===== src/rtl/drug_counter_pkg.sv =====
// Shared types and constants for the drug counter's keypad input path.
// Key codes are {row[1:0], col[1:0]} as seen by the column-scanned 4x4 keypad.
package drug_counter_pkg;

   typedef enum logic [1:0] {
      ST_IDLE,
      ST_DEB,
      ST_HELD,
      ST_REL
   } kp_state_t;

   typedef enum logic [1:0] {
      CLS_NONE,
      CLS_SINGLE,
      CLS_MULTI
   } frame_cls_t;

   // Keypad legend: rows 1-2-3-A / 4-5-6-B / 7-8-9-C / CLR-0-ENT-D
   localparam logic [3:0] KEY_1   = 4'h0;
   localparam logic [3:0] KEY_2   = 4'h1;
   localparam logic [3:0] KEY_3   = 4'h2;
   localparam logic [3:0] KEY_A   = 4'h3;
   localparam logic [3:0] KEY_4   = 4'h4;
   localparam logic [3:0] KEY_5   = 4'h5;
   localparam logic [3:0] KEY_6   = 4'h6;
   localparam logic [3:0] KEY_B   = 4'h7;
   localparam logic [3:0] KEY_7   = 4'h8;
   localparam logic [3:0] KEY_8   = 4'h9;
   localparam logic [3:0] KEY_9   = 4'hA;
   localparam logic [3:0] KEY_C   = 4'hB;
   localparam logic [3:0] KEY_CLR = 4'hC;
   localparam logic [3:0] KEY_0   = 4'hD;
   localparam logic [3:0] KEY_ENT = 4'hE;
   localparam logic [3:0] KEY_D   = 4'hF;

   function automatic frame_cls_t classify(input logic [1:0] cnt);
      case (cnt)
         2'd0:    return CLS_NONE;
         2'd1:    return CLS_SINGLE;
         default: return CLS_MULTI;
      endcase
   endfunction

endpackage


===== src/rtl/tick_divider.sv =====
// Free-running divider: o_tick is high for one cycle every TICK_DIV clocks,
// on the last count of each period.
module tick_divider #(
   parameter int TICK_DIV = 100_000
) (
   input  logic i_clk,
   input  logic i_rst_n,
   output logic o_tick
);

   localparam int CW = (TICK_DIV > 1) ? $clog2(TICK_DIV) : 1;
   localparam logic [CW-1:0] LAST = CW'(TICK_DIV - 1);

   logic [CW-1:0] r_cnt;

   assign o_tick = (r_cnt == LAST);

   always_ff @(posedge i_clk or negedge i_rst_n) begin
      if (!i_rst_n) begin
         r_cnt <= '0;
      end else if (o_tick) begin
         r_cnt <= '0;
      end else begin
         r_cnt <= r_cnt + CW'(1);
      end
   end

endmodule


===== src/rtl/keypad_scan_debounce.sv =====
// 4x4 keypad column scanner with frame-level debounce; emits one key_valid
// pulse per accepted press and tracks hold/release and multi-key frames.
module keypad_scan_debounce
   import drug_counter_pkg::*;
#(
   parameter int TICK_DIV       = 100_000,
   parameter int DEBOUNCE_SCANS = 4
) (
   input  logic       clk_in,
   input  logic       rst,
   input  logic [3:0] scan_in,
   output logic [3:0] scan_out,
   output logic [3:0] key_code,
   output logic       key_valid,
   output logic       key_held,
   output logic       multi_key
);

   localparam logic [3:0] DEB_N = 4'(DEBOUNCE_SCANS);

   logic       w_tick;
   logic [3:0] r_sync1;
   logic [3:0] r_sync2;
   logic [1:0] r_col_idx;
   logic [3:0] r_scan_out;
   logic [1:0] r_acc_cnt;
   logic [3:0] r_acc_code;

   kp_state_t  r_state;
   logic [3:0] r_deb_cnt;
   logic [3:0] r_cand;
   logic [3:0] r_key_code;
   logic       r_key_valid;
   logic       r_key_held;
   logic       r_multi_key;

   logic [3:0] w_rows_p;
   logic [2:0] w_col_pop;
   logic [2:0] w_sum;
   logic [1:0] w_frame_cnt;
   logic [1:0] w_row_idx;
   logic [3:0] w_frame_code;
   logic       w_frame_end;
   frame_cls_t w_cls;
   logic [3:0] w_cnt_inc;

   tick_divider #(
      .TICK_DIV(TICK_DIV)
   ) u_tick_divider (
      .i_clk  (clk_in),
      .i_rst_n(rst),
      .o_tick (w_tick)
   );

   assign scan_out  = r_scan_out;
   assign key_code  = r_key_code;
   assign key_valid = r_key_valid;
   assign key_held  = r_key_held;
   assign multi_key = r_multi_key;

   // Rows are active-low; the lowest pressed row wins the code for this column.
   assign w_rows_p  = ~r_sync2;
   assign w_col_pop = {2'b00, w_rows_p[0]} + {2'b00, w_rows_p[1]}
                    + {2'b00, w_rows_p[2]} + {2'b00, w_rows_p[3]};
   assign w_sum     = {1'b0, r_acc_cnt} + w_col_pop;
   assign w_frame_cnt = (w_sum >= 3'd2) ? 2'd2 : w_sum[1:0];

   always_comb begin
      w_row_idx = 2'd0;
      if (w_rows_p[0])      w_row_idx = 2'd0;
      else if (w_rows_p[1]) w_row_idx = 2'd1;
      else if (w_rows_p[2]) w_row_idx = 2'd2;
      else if (w_rows_p[3]) w_row_idx = 2'd3;
   end

   assign w_frame_code = (|w_rows_p) ? {w_row_idx, r_col_idx} : r_acc_code;
   assign w_frame_end  = w_tick && (r_col_idx == 2'd3);
   assign w_cls        = classify(w_frame_cnt);
   assign w_cnt_inc    = r_deb_cnt + 4'd1;

   always_ff @(posedge clk_in or negedge rst) begin
      if (!rst) begin
         r_sync1    <= 4'b1111;
         r_sync2    <= 4'b1111;
         r_col_idx  <= 2'd0;
         r_scan_out <= 4'b1110;
         r_acc_cnt  <= 2'd0;
         r_acc_code <= 4'd0;
      end else begin
         r_sync1 <= scan_in;
         r_sync2 <= r_sync1;
         if (w_tick) begin
            r_col_idx  <= r_col_idx + 2'd1;
            r_scan_out <= {r_scan_out[2:0], r_scan_out[3]};
            if (w_frame_end) begin
               r_acc_cnt  <= 2'd0;
               r_acc_code <= 4'd0;
            end else begin
               r_acc_cnt  <= w_frame_cnt;
               r_acc_code <= w_frame_code;
            end
         end
      end
   end

   // Debounce FSM: every decision is taken on the frame-end tick only.
   always_ff @(posedge clk_in or negedge rst) begin
      if (!rst) begin
         r_state     <= ST_IDLE;
         r_deb_cnt   <= 4'd0;
         r_cand      <= 4'd0;
         r_key_code  <= 4'd0;
         r_key_valid <= 1'b0;
         r_key_held  <= 1'b0;
         r_multi_key <= 1'b0;
      end else begin
         r_key_valid <= 1'b0;
         if (w_frame_end) begin
            r_multi_key <= (w_cls == CLS_MULTI);
            case (r_state)
               ST_IDLE: begin
                  if (w_cls == CLS_SINGLE) begin
                     if (DEBOUNCE_SCANS == 1) begin
                        r_key_code  <= w_frame_code;
                        r_key_valid <= 1'b1;
                        r_key_held  <= 1'b1;
                        r_deb_cnt   <= 4'd0;
                        r_state     <= ST_HELD;
                     end else begin
                        r_cand    <= w_frame_code;
                        r_deb_cnt <= 4'd1;
                        r_state   <= ST_DEB;
                     end
                  end
               end
               ST_DEB: begin
                  if (w_cls == CLS_SINGLE && w_frame_code == r_cand) begin
                     if (w_cnt_inc == DEB_N) begin
                        r_key_code  <= r_cand;
                        r_key_valid <= 1'b1;
                        r_key_held  <= 1'b1;
                        r_deb_cnt   <= 4'd0;
                        r_state     <= ST_HELD;
                     end else begin
                        r_deb_cnt <= w_cnt_inc;
                     end
                  end else begin
                     r_deb_cnt <= 4'd0;
                     r_state   <= ST_IDLE;
                  end
               end
               ST_HELD: begin
                  if (w_cls == CLS_NONE) begin
                     if (DEBOUNCE_SCANS == 1) begin
                        r_key_held <= 1'b0;
                        r_deb_cnt  <= 4'd0;
                        r_state    <= ST_IDLE;
                     end else begin
                        r_deb_cnt <= 4'd1;
                        r_state   <= ST_REL;
                     end
                  end
               end
               ST_REL: begin
                  if (w_cls == CLS_NONE) begin
                     if (w_cnt_inc == DEB_N) begin
                        r_key_held <= 1'b0;
                        r_deb_cnt  <= 4'd0;
                        r_state    <= ST_IDLE;
                     end else begin
                        r_deb_cnt <= w_cnt_inc;
                     end
                  end else begin
                     r_deb_cnt <= 4'd0;
                     r_state   <= ST_HELD;
                  end
               end
               default: begin
                  r_deb_cnt <= 4'd0;
                  r_state   <= ST_IDLE;
               end
            endcase
         end
      end
   end

endmodule


===== config.mk =====
export PLATFORM = sky130hd
export DESIGN_NAME = keypad_scan_debounce
export DESIGN_NICKNAME = d
export VERILOG_FILES = /design/src/rtl/drug_counter_pkg.sv /design/src/rtl/tick_divider.sv /design/src/rtl/keypad_scan_debounce.sv
export SDC_FILE = /design/constraint.sdc
export NUM_CORES = 1
export LEC_CHECK = 0
export ABC_AREA = 1
export ABC_CLOCK_PERIOD_IN_PS = 7700
export CAP_MARGIN = 20
export CORE_MARGIN = 2
export CORE_UTILIZATION = 65
export CTS_BUF_LIST = sky130_fd_sc_hd__clkbuf_8
export DETAILED_ROUTE_END_ITERATION = 16
export GPL_ROUTABILITY_DRIVEN = 0
export PLACE_DENSITY = 0.95
export SLEW_MARGIN = 20
export SYNTH_ARGS = -nofsm -noshare
export SYNTH_HDL_FRONTEND = slang
export SYNTH_SLANG_ARGS = --single-unit

===== constraint.sdc =====
create_clock -name clk_in -period 7.7 [get_ports clk_in]
set_clock_uncertainty 0.15 [all_clocks]
set_input_delay 0.77 -clock clk_in [delete_from_list [all_inputs] [get_ports clk_in]]
set_output_delay 0.77 -clock clk_in [all_outputs]
set_load 0.02 [all_outputs]

Word-level counts from Yosys, hierarchy flattened:

Index checks and enable logic that the tools add are counted.

* multiplexer cells: 32
* reductions and logical operators: 12
* equality and inequality tests: 18
* magnitude comparators: 1
* add/sub/neg operators: 7
* bitwise operators: 1

Operators by type and width (number)
* 2-to-1 mux 4 bit: 7
* 2-to-1 mux 2 bit: 12
* adder 17 x 1 -> 17 bit, second input constant: 1
* equality test 17 bit, second input constant: 1
* 2-to-1 mux 17 bit: 1
* case mux 4 bit (4 select lines): 1
* != test 2 bit, second input constant: 6
* equality test 2 bit, second input constant: 4
* 2-to-1 mux 1 bit: 8
* case mux 2 bit (4 select lines): 1
* equality test 2 x 1 -> 1 bit, second input constant: 3
* logical NOT 2 bit: 3
* != test 3 bit, second input constant: 2
* AND reduction 3 bit: 2
* AND reduction 6 bit: 1
* AND reduction 5 bit: 1
* adder 4 x 1 -> 4 bit, second input constant: 1
* equality test 4 x 3 -> 1 bit, second input constant: 1
* equality test 4 bit: 1
* NOT 4 bit: 1
* case mux 2 bit (2 select lines): 1
* AND reduction 4 bit: 1
* OR reduction 4 bit: 1
* adder 2 x 1 -> 3 bit: 1
* other kinds (8): 9

* word-level logic and storage cells: 85
* input bits: 6
* flip-flop bits (word level): 54

Longest topological paths before layout:

* depth after elaboration: 14
* depth in mapped cells: 16
* gate-level depth less buffers: 16

Modules after synthesis:

A second synthesis with hierarchy kept.

* cell total of the unflattened synthesis: 327
* area total of the unflattened synthesis: 2751.4 µm²

By module, submodules not included
* keypad_scan_debounce: instances 1, cells an instance 189, area each 1726.7 µm²
* tick_divider: instances 1, cells an instance 138, area each 1024.7 µm²

Worst setup path before layout:

No wires, ideal clock.

* kind: register to register
* from: register r_sync2[0]
* to: register r_key_code[3] (netlist: key_code[3])
* buffers on the path: 0
* data arrival time: 2.760 ns
* cell stages (with the launch flop): 15
* data required time: 7.432 ns
* slack: 4.672 ns
* cell sequence: dfstp_2 -> fa_1 -> inv_1 -> fa_1 -> fa_1 -> nor2_2 -> nand2_2 -> nor2_1 -> nand3_1 -> nor2_2 -> nand2_4 -> nor2_8 -> inv_4 -> nand2_1 -> o21ai_2

* cells in the longest elaborated chain, start to end: 12
* elaborated cells between the ends (all ways): 17
* classes of those cells: add/sub (4); order compare (1); eq/ne (3); mux (4); bitwise (1); reduce/logical (4)

RTL lines
* start: declaration: line keypad_scan_debounce.sv:23 `logic [3:0] r_sync2;`
* start signal: assignment: line keypad_scan_debounce.sv:91 `r_sync2 <= r_sync1;`
* NOT 4 bit *: line keypad_scan_debounce.sv:62 `assign w_rows_p = ~r_sync2;`
* adder 1 x 1 -> 2 bit: line keypad_scan_debounce.sv:63 `assign w_col_pop = {2'b00, w_rows_p[0]} + {2'b00, w_rows_p[1]}`
* adder 2 x 1 -> 3 bit: line keypad_scan_debounce.sv:64 `+ {2'b00, w_rows_p[2]} + {2'b00, w_rows_p[3]};`
* adder 3 x 1 -> 3 bit: line keypad_scan_debounce.sv:64
* adder 2 x 3 -> 3 bit: line keypad_scan_debounce.sv:65 `assign w_sum = {1'b0, r_acc_cnt} + w_col_pop;`
* >= comparator 3 x 2 -> 1 bit: line keypad_scan_debounce.sv:66 `assign w_frame_cnt = (w_sum >= 3'd2) ? 2'd2 : w_sum[1:0];`
* 2-to-1 mux 2 bit: line keypad_scan_debounce.sv:66
* equality test 2 x 1 -> 1 bit or logical NOT 2 bit (tied branches): line drug_counter_pkg.sv:37 `case (cnt)`
* case mux 2 bit (2 select lines): line drug_counter_pkg.sv:37
* equality test 2 x 1 -> 1 bit: line keypad_scan_debounce.sv:137 `if (w_cls == CLS_SINGLE && w_frame_code == r_cand) begin`
* logical AND 1 bit *: line keypad_scan_debounce.sv:137
* AND reduction 4 bit (no source line) *
* end signal: assignment: line keypad_scan_debounce.sv:124 `r_key_code <= w_frame_code;`
* end signal: assignment: line keypad_scan_debounce.sv:139 `r_key_code <= r_cand;`
* end: declaration: line keypad_scan_debounce.sv:32 `logic [3:0] r_key_code;`

Mark *: on every way between the ends. The rest lies on a longest branch, timed or not.
A chain may end at the register's enable or synchronous reset.

Worst setup path in the final report:

* from: register r_sync2[0]
* to: register r_state[1]

* cells in the longest elaborated chain, start to end: 13
* elaborated cells between the ends (all ways): 25
* classes of those cells: add/sub (4); order compare (1); eq/ne (7); mux (7); bitwise (1); reduce/logical (5)

RTL lines
* NOT 4 bit *: line keypad_scan_debounce.sv:62
* adder 1 x 1 -> 2 bit: line keypad_scan_debounce.sv:63
* adder 2 x 1 -> 3 bit: line keypad_scan_debounce.sv:64
* adder 3 x 1 -> 3 bit: line keypad_scan_debounce.sv:64
* adder 2 x 3 -> 3 bit: line keypad_scan_debounce.sv:65
* >= comparator 3 x 2 -> 1 bit: line keypad_scan_debounce.sv:66
* 2-to-1 mux 2 bit: line keypad_scan_debounce.sv:66
* equality test 2 x 1 -> 1 bit or logical NOT 2 bit (tied branches): line drug_counter_pkg.sv:37
* case mux 2 bit (2 select lines): line drug_counter_pkg.sv:37
* equality test 2 x 1 -> 1 bit: line keypad_scan_debounce.sv:122, keypad_scan_debounce.sv:137
* logical AND 1 bit: line keypad_scan_debounce.sv:137
* != test 3 bit (no source line) or 2-to-1 mux 2 bit (tied branches)
* AND reduction 5 bit (no source line) or case mux 2 bit (4 select lines) (tied branches)
* end signal: assignment: line keypad_scan_debounce.sv:128 `r_state <= ST_HELD;`
* end signal: assignment: line keypad_scan_debounce.sv:132 `r_state <= ST_DEB;`
* end signal: assignment: line keypad_scan_debounce.sv:143 `r_state <= ST_HELD;`
* end: declaration: line keypad_scan_debounce.sv:29 `kp_state_t r_state;`

Marked as above.

==> run summary <==
The type of destination of the critical path is a flip-flop. For this run, the slowest stage of the critical path takes 0.53 ns. The worst setup path is of the reg2reg kind. The portion of the clock cycle consumed by the worst path in the final layout came out at between 40% and 50%.

The total power after layout is around 470 uW. The fraction of final layout cells sized beyond drive strength 1 is 16.5%. The number of sinks driven by the clock tree came out at 54. When the netlist entered floorplanning its net count stood at around 330. In the layout the commonest cells are sky130_fd_sc_hd__nand2_1 (67), sky130_fd_sc_hd__inv_1 (51), sky130_fd_sc_hd__dfrtp_1 (43), sky130_fd_sc_hd__nor2_1 (28), sky130_fd_sc_hd__nand3_1 (22). The worst vdd rail ir drop came out at about 110 uV. The post-cts gate resize count came out at 0.

The cell count after synthesis came out at between 300 and 400. After detailed routing, the number of remaining DRC violations is 0. Sorting the synthesized cells by area gives the leading types as sky130_fd_sc_hd__dfrtp_1 (38%), sky130_fd_sc_hd__dfstp_2 (10%), sky130_fd_sc_hd__nand2_1 (8.9%), sky130_fd_sc_hd__inv_1 (6.8%), sky130_fd_sc_hd__nand3_1 (3.9%). The fraction of the yosys area taken by sequential cells came out at approximately half.

The xor/xnor share of the synthesized area is under 10%. The detailed router's first-iteration violation count is roughly 240. The count of final hold-check violations is 0. The launch point of the critical path is r_sync2[0]. The power density relative to cell area came out at 150 nW/um^2.

The clock power share came out at about 34%. The top fanout value on the critical path is 6. The run finished with clean final reports.

The simple logic cell fraction of the synthesized area came out at between 30% and 40%. The layout overhead on the synthesized area is 11.0%. The clock passes through at most 2 buffers. In the synthesized netlist the dominant register cell turns out to be sky130_fd_sc_hd__dfrtp_1. The deepest level of the CTS H-tree is 2.

The final antenna-violating net count came out at 0. The global-route usage over all layers is between 20% and 30%. The post-synthesis area per instance came out at between 8 and 9 um^2. The portion of total power attributed to combinational logic came out at 4.8%. The total number of nets in the final design is roughly 360. For this design the static power due to leakage is about 0.0016 uW. The number of port buffers is 16. The post-synthesis register bit count is between 50 and 60. The time the worst path needs with I/O delays and setup is 3.18 ns.

The detailed router placed about 2,200 vias in this run. The cell internal power dissipation came out at 358 uW. The multiplexer share of the synthesized area came out at 0%.

The later pin in the worst-skew pair is clocked with a latency of 0.32 ns. The core region is a little over 4000 um^2. The maximum operating frequency came out at 0.314 GHz. The post-synth design cell area came out at 2820 um^2. The largest individual stage delay along the critical path comes from the cell sky130_fd_sc_hd__fa_1. The CTS buffer count is 5. The arrival time reported for the critical path endpoint came out at ~3.2 ns. The count of placed standard cells including taps came out at 388.

The fill cell total of the finished layout came out at 282. The boundary pin count came out at 17. The max capacitance violation total came out at 0. The library cell used most frequently in the layout, excluding fill and tap cells, is sky130_fd_sc_hd__nand2_1. Traced cell by cell, the critical path runs through fa_1, inv_1, fa_1, fa_1, nor2_2, nand2_2, nor2_1, nand3_1, nor2_2, nand2_4, nand2_4, nand2_4, nand3_1, nand2_1. The cell class contributing the biggest share of worst-path delay is adder cells.

The total global routing overflow is 0. The area fraction in compound gates after synthesis is 7.18%. The detailed-route wire length per cell came out at about 13 um. The worst hold path begins at r_sync1[0]. The total negative slack came out at 0 ns.

The antenna diode count came out at 0. Wires add up to roughly 5200 um. In this run the post-CTS setup repair buffer count came out at 0. The detailed-routing iteration count for the pre-antenna-repair pass is 4.

The startpoint type of the worst setup path is a flip-flop. The number of synthesized flops with an enable pin came out at 0. The total of hold buffers inserted after clock tree synthesis is 0.

The post-synthesis async set-or-reset flop share came out at 100%. In this run the worst hold path is classified as reg2reg. The floorplan die area came out at ~4900 um^2. The number of cells in the finished layout apart from fillers is 396.

The initial antenna violation count is 0. The share of total power consumed by net switching came out at between 20% and 30%. The largest net degree at the start of global routing came out at between 50 and 60. The site row count is 23. The data required time of the critical path is just under 8 ns.

Using the TritonRoute via totals, the vias-per-cell ratio works out to about 5.5. Setup repair after global routing left no endpoint under its margin. The initial utilization of the core area, before any placement, comes to 69.1%. The y dimension of the die is between 60 and 70 um. The first global-routing pass estimated about 9400 um of wire. The half-perimeter wire length after detailed placement came out at ~3800 um. The sequential power share is 61.5%. The source of the worst register-to-register timing path is r_sync2[0]. The yosys synthesis warning count is 0. The max-slew violation total from the final report came out at 0. The via count of the first global-routing pass is roughly 2,100.

After clock tree synthesis, the clock-pin slew on the worst setup and hold paths is ~0.09 ns. TritonCTS built the clock tree. The switching component of the power came out at around 110 uW.

The combinational family with the most area after synthesis is simple AND/OR/NAND/NOR gates. The actual transition at the worst max-transition pin is 0.641 ns. Yosys mapped the design onto 40 distinct sky130hd cell types.

The relative slew slack is a little under three fifths. The adder-cell share of the synthesized area is 3.46%. Of all cell types, the one taking the most synthesized area is sky130_fd_sc_hd__dfrtp_1. The area share of the largest cell type after synthesis is 38.1%. The total of endpoints with negative setup slack in the final report is 0. The die boundary width is 69.9 um. CTS placed an instance of sky130_fd_sc_hd__clkbuf_8 at the clock tree root. The buffering stage count on the worst path with inverters included came out at 1.
layer usage:
layer  up-vias  GRT usage (%)  wire (um)
li1       1074              -          -
met1      1037           30.7       2320
met2        51           41.4       2590
met3         7           4.91        237
met4         0           7.91         65
met5         -              0          0
cells in the mapped netlist (3+ instances only):
cell                      count
sky130_fd_sc_hd__a21oi_1      5
sky130_fd_sc_hd__dfrtp_1     43
sky130_fd_sc_hd__dfstp_2     11
sky130_fd_sc_hd__fa_1         3
sky130_fd_sc_hd__ha_1         3
sky130_fd_sc_hd__inv_1       51
sky130_fd_sc_hd__inv_2        6
sky130_fd_sc_hd__nand2_1     67
sky130_fd_sc_hd__nand2_2      4
sky130_fd_sc_hd__nand2_4      4
sky130_fd_sc_hd__nand3_1     22
sky130_fd_sc_hd__nand4_1      8
sky130_fd_sc_hd__nor2_1      28
sky130_fd_sc_hd__nor2_2       4
sky130_fd_sc_hd__nor2_8       3
sky130_fd_sc_hd__nor3_1       5
sky130_fd_sc_hd__nor3_2       3
sky130_fd_sc_hd__nor4_1       4
sky130_fd_sc_hd__o21ai_0     12
sky130_fd_sc_hd__o21ai_1      6
sky130_fd_sc_hd__o21ai_2      4
sky130_fd_sc_hd__xor2_1       5
final timing paths:
| path | to | slack [ns] | cells after the start |
|---|---|---|---|
| worst max-delay path | r_state[1] | 4.52 | 14 |
| worst min-delay path | r_sync2[0] | 0.21 | 0 |
| worst max register to register | r_state[1] | 4.52 | 14 |
| worst min register to register | r_sync2[0] | 0.21 | 0 |
| max in group asynchronous | r_deb_cnt[2] | 6.57 | 2 |
| min in group asynchronous | u_tick_divider.r_cnt[3] | 0.41 | 2 |
cell families (layout without fill, tap and decap cells):
| logic type | count (synthesis) | after routing |
|---|---|---|
| and+or+nand+nor | 161 | 161 |
| buffers and inverters | 60 | 84 |
| DFF | 54 | 54 |
| AOI/OAI and AO/OA | 34 | 34 |
| xor gates and xnor gates | 7 | 7 |
| adders and majority gates | 6 | 6 |
power groups by stage:
stage / sequential (uW) / combinational [uW] / clock (uW)
after floorplan: 294 / 12.4 / 0
after global placement: 294 / 22.3 / 0
after detailed placement: 294 / 23.2 / 0
after CTS: 289 / 23.3 / 160
after global routing: 289 / 26.9 / 173
final: 289 / 22.8 / 158
through the flow:
step	area, um^2	hold slack, ns	util (%)	setup slack, ns
after floorplan	2820	0.195	-	4.67
after global placement	3040	0.195	74.5	4.61
after detailed placement	3040	0.197	74.5	4.51
after CTS	3130	0.211	76.7	4.50
after global routing	3130	0.213	76.7	4.29
final	3130	0.210	76.7	4.52
flip-flops by register name, summed over array words and instances (netlist names):
| name | cells |
|---|---|
| r_acc_code | 4 |
| r_state | 2 |
| multi_key | 1 |
| r_acc_cnt | 2 |
| r_sync1 | 4 |
| r_sync2 | 4 |
| key_held | 1 |
| r_cand | 4 |
| scan_out | 4 |
| r_col_idx | 2 |
| key_code | 4 |
| u_tick_divider.r_cnt | 17 |
| r_deb_cnt | 4 |
| key_valid | 1 |
cell type report:
cell class                      instances  area (um^2)  share of cell area (%)
Clock buffer                            5         68.8                    2.20
Multi-Input combinational cell        208         1230                    39.2
Clock inverter                          3         21.3                   0.679
Inverter                               59          224                    7.15
Sequential cell                        54         1370                    43.6
Timing Repair Buffer                   17          163                    5.19
Tap cell                               50         62.6                    2.00
worst register-to-register path, cell delays in order (launching register included):
cell and delay [ns]:
sky130_fd_sc_hd__dfstp_2 0.39, sky130_fd_sc_hd__fa_1 0.53, sky130_fd_sc_hd__inv_1 0.05, sky130_fd_sc_hd__fa_1 0.37, sky130_fd_sc_hd__fa_1 0.46, sky130_fd_sc_hd__nor2_2 0.23
sky130_fd_sc_hd__nand2_2 0.12, sky130_fd_sc_hd__nor2_1 0.11, sky130_fd_sc_hd__nand3_1 0.09, sky130_fd_sc_hd__nor2_2 0.15, sky130_fd_sc_hd__nand2_4 0.10, sky130_fd_sc_hd__nand2_4 0.12
sky130_fd_sc_hd__nand2_4 0.07, sky130_fd_sc_hd__nand3_1 0.07, sky130_fd_sc_hd__nand2_1 0.06
Power figures use the tool's default switching activity.
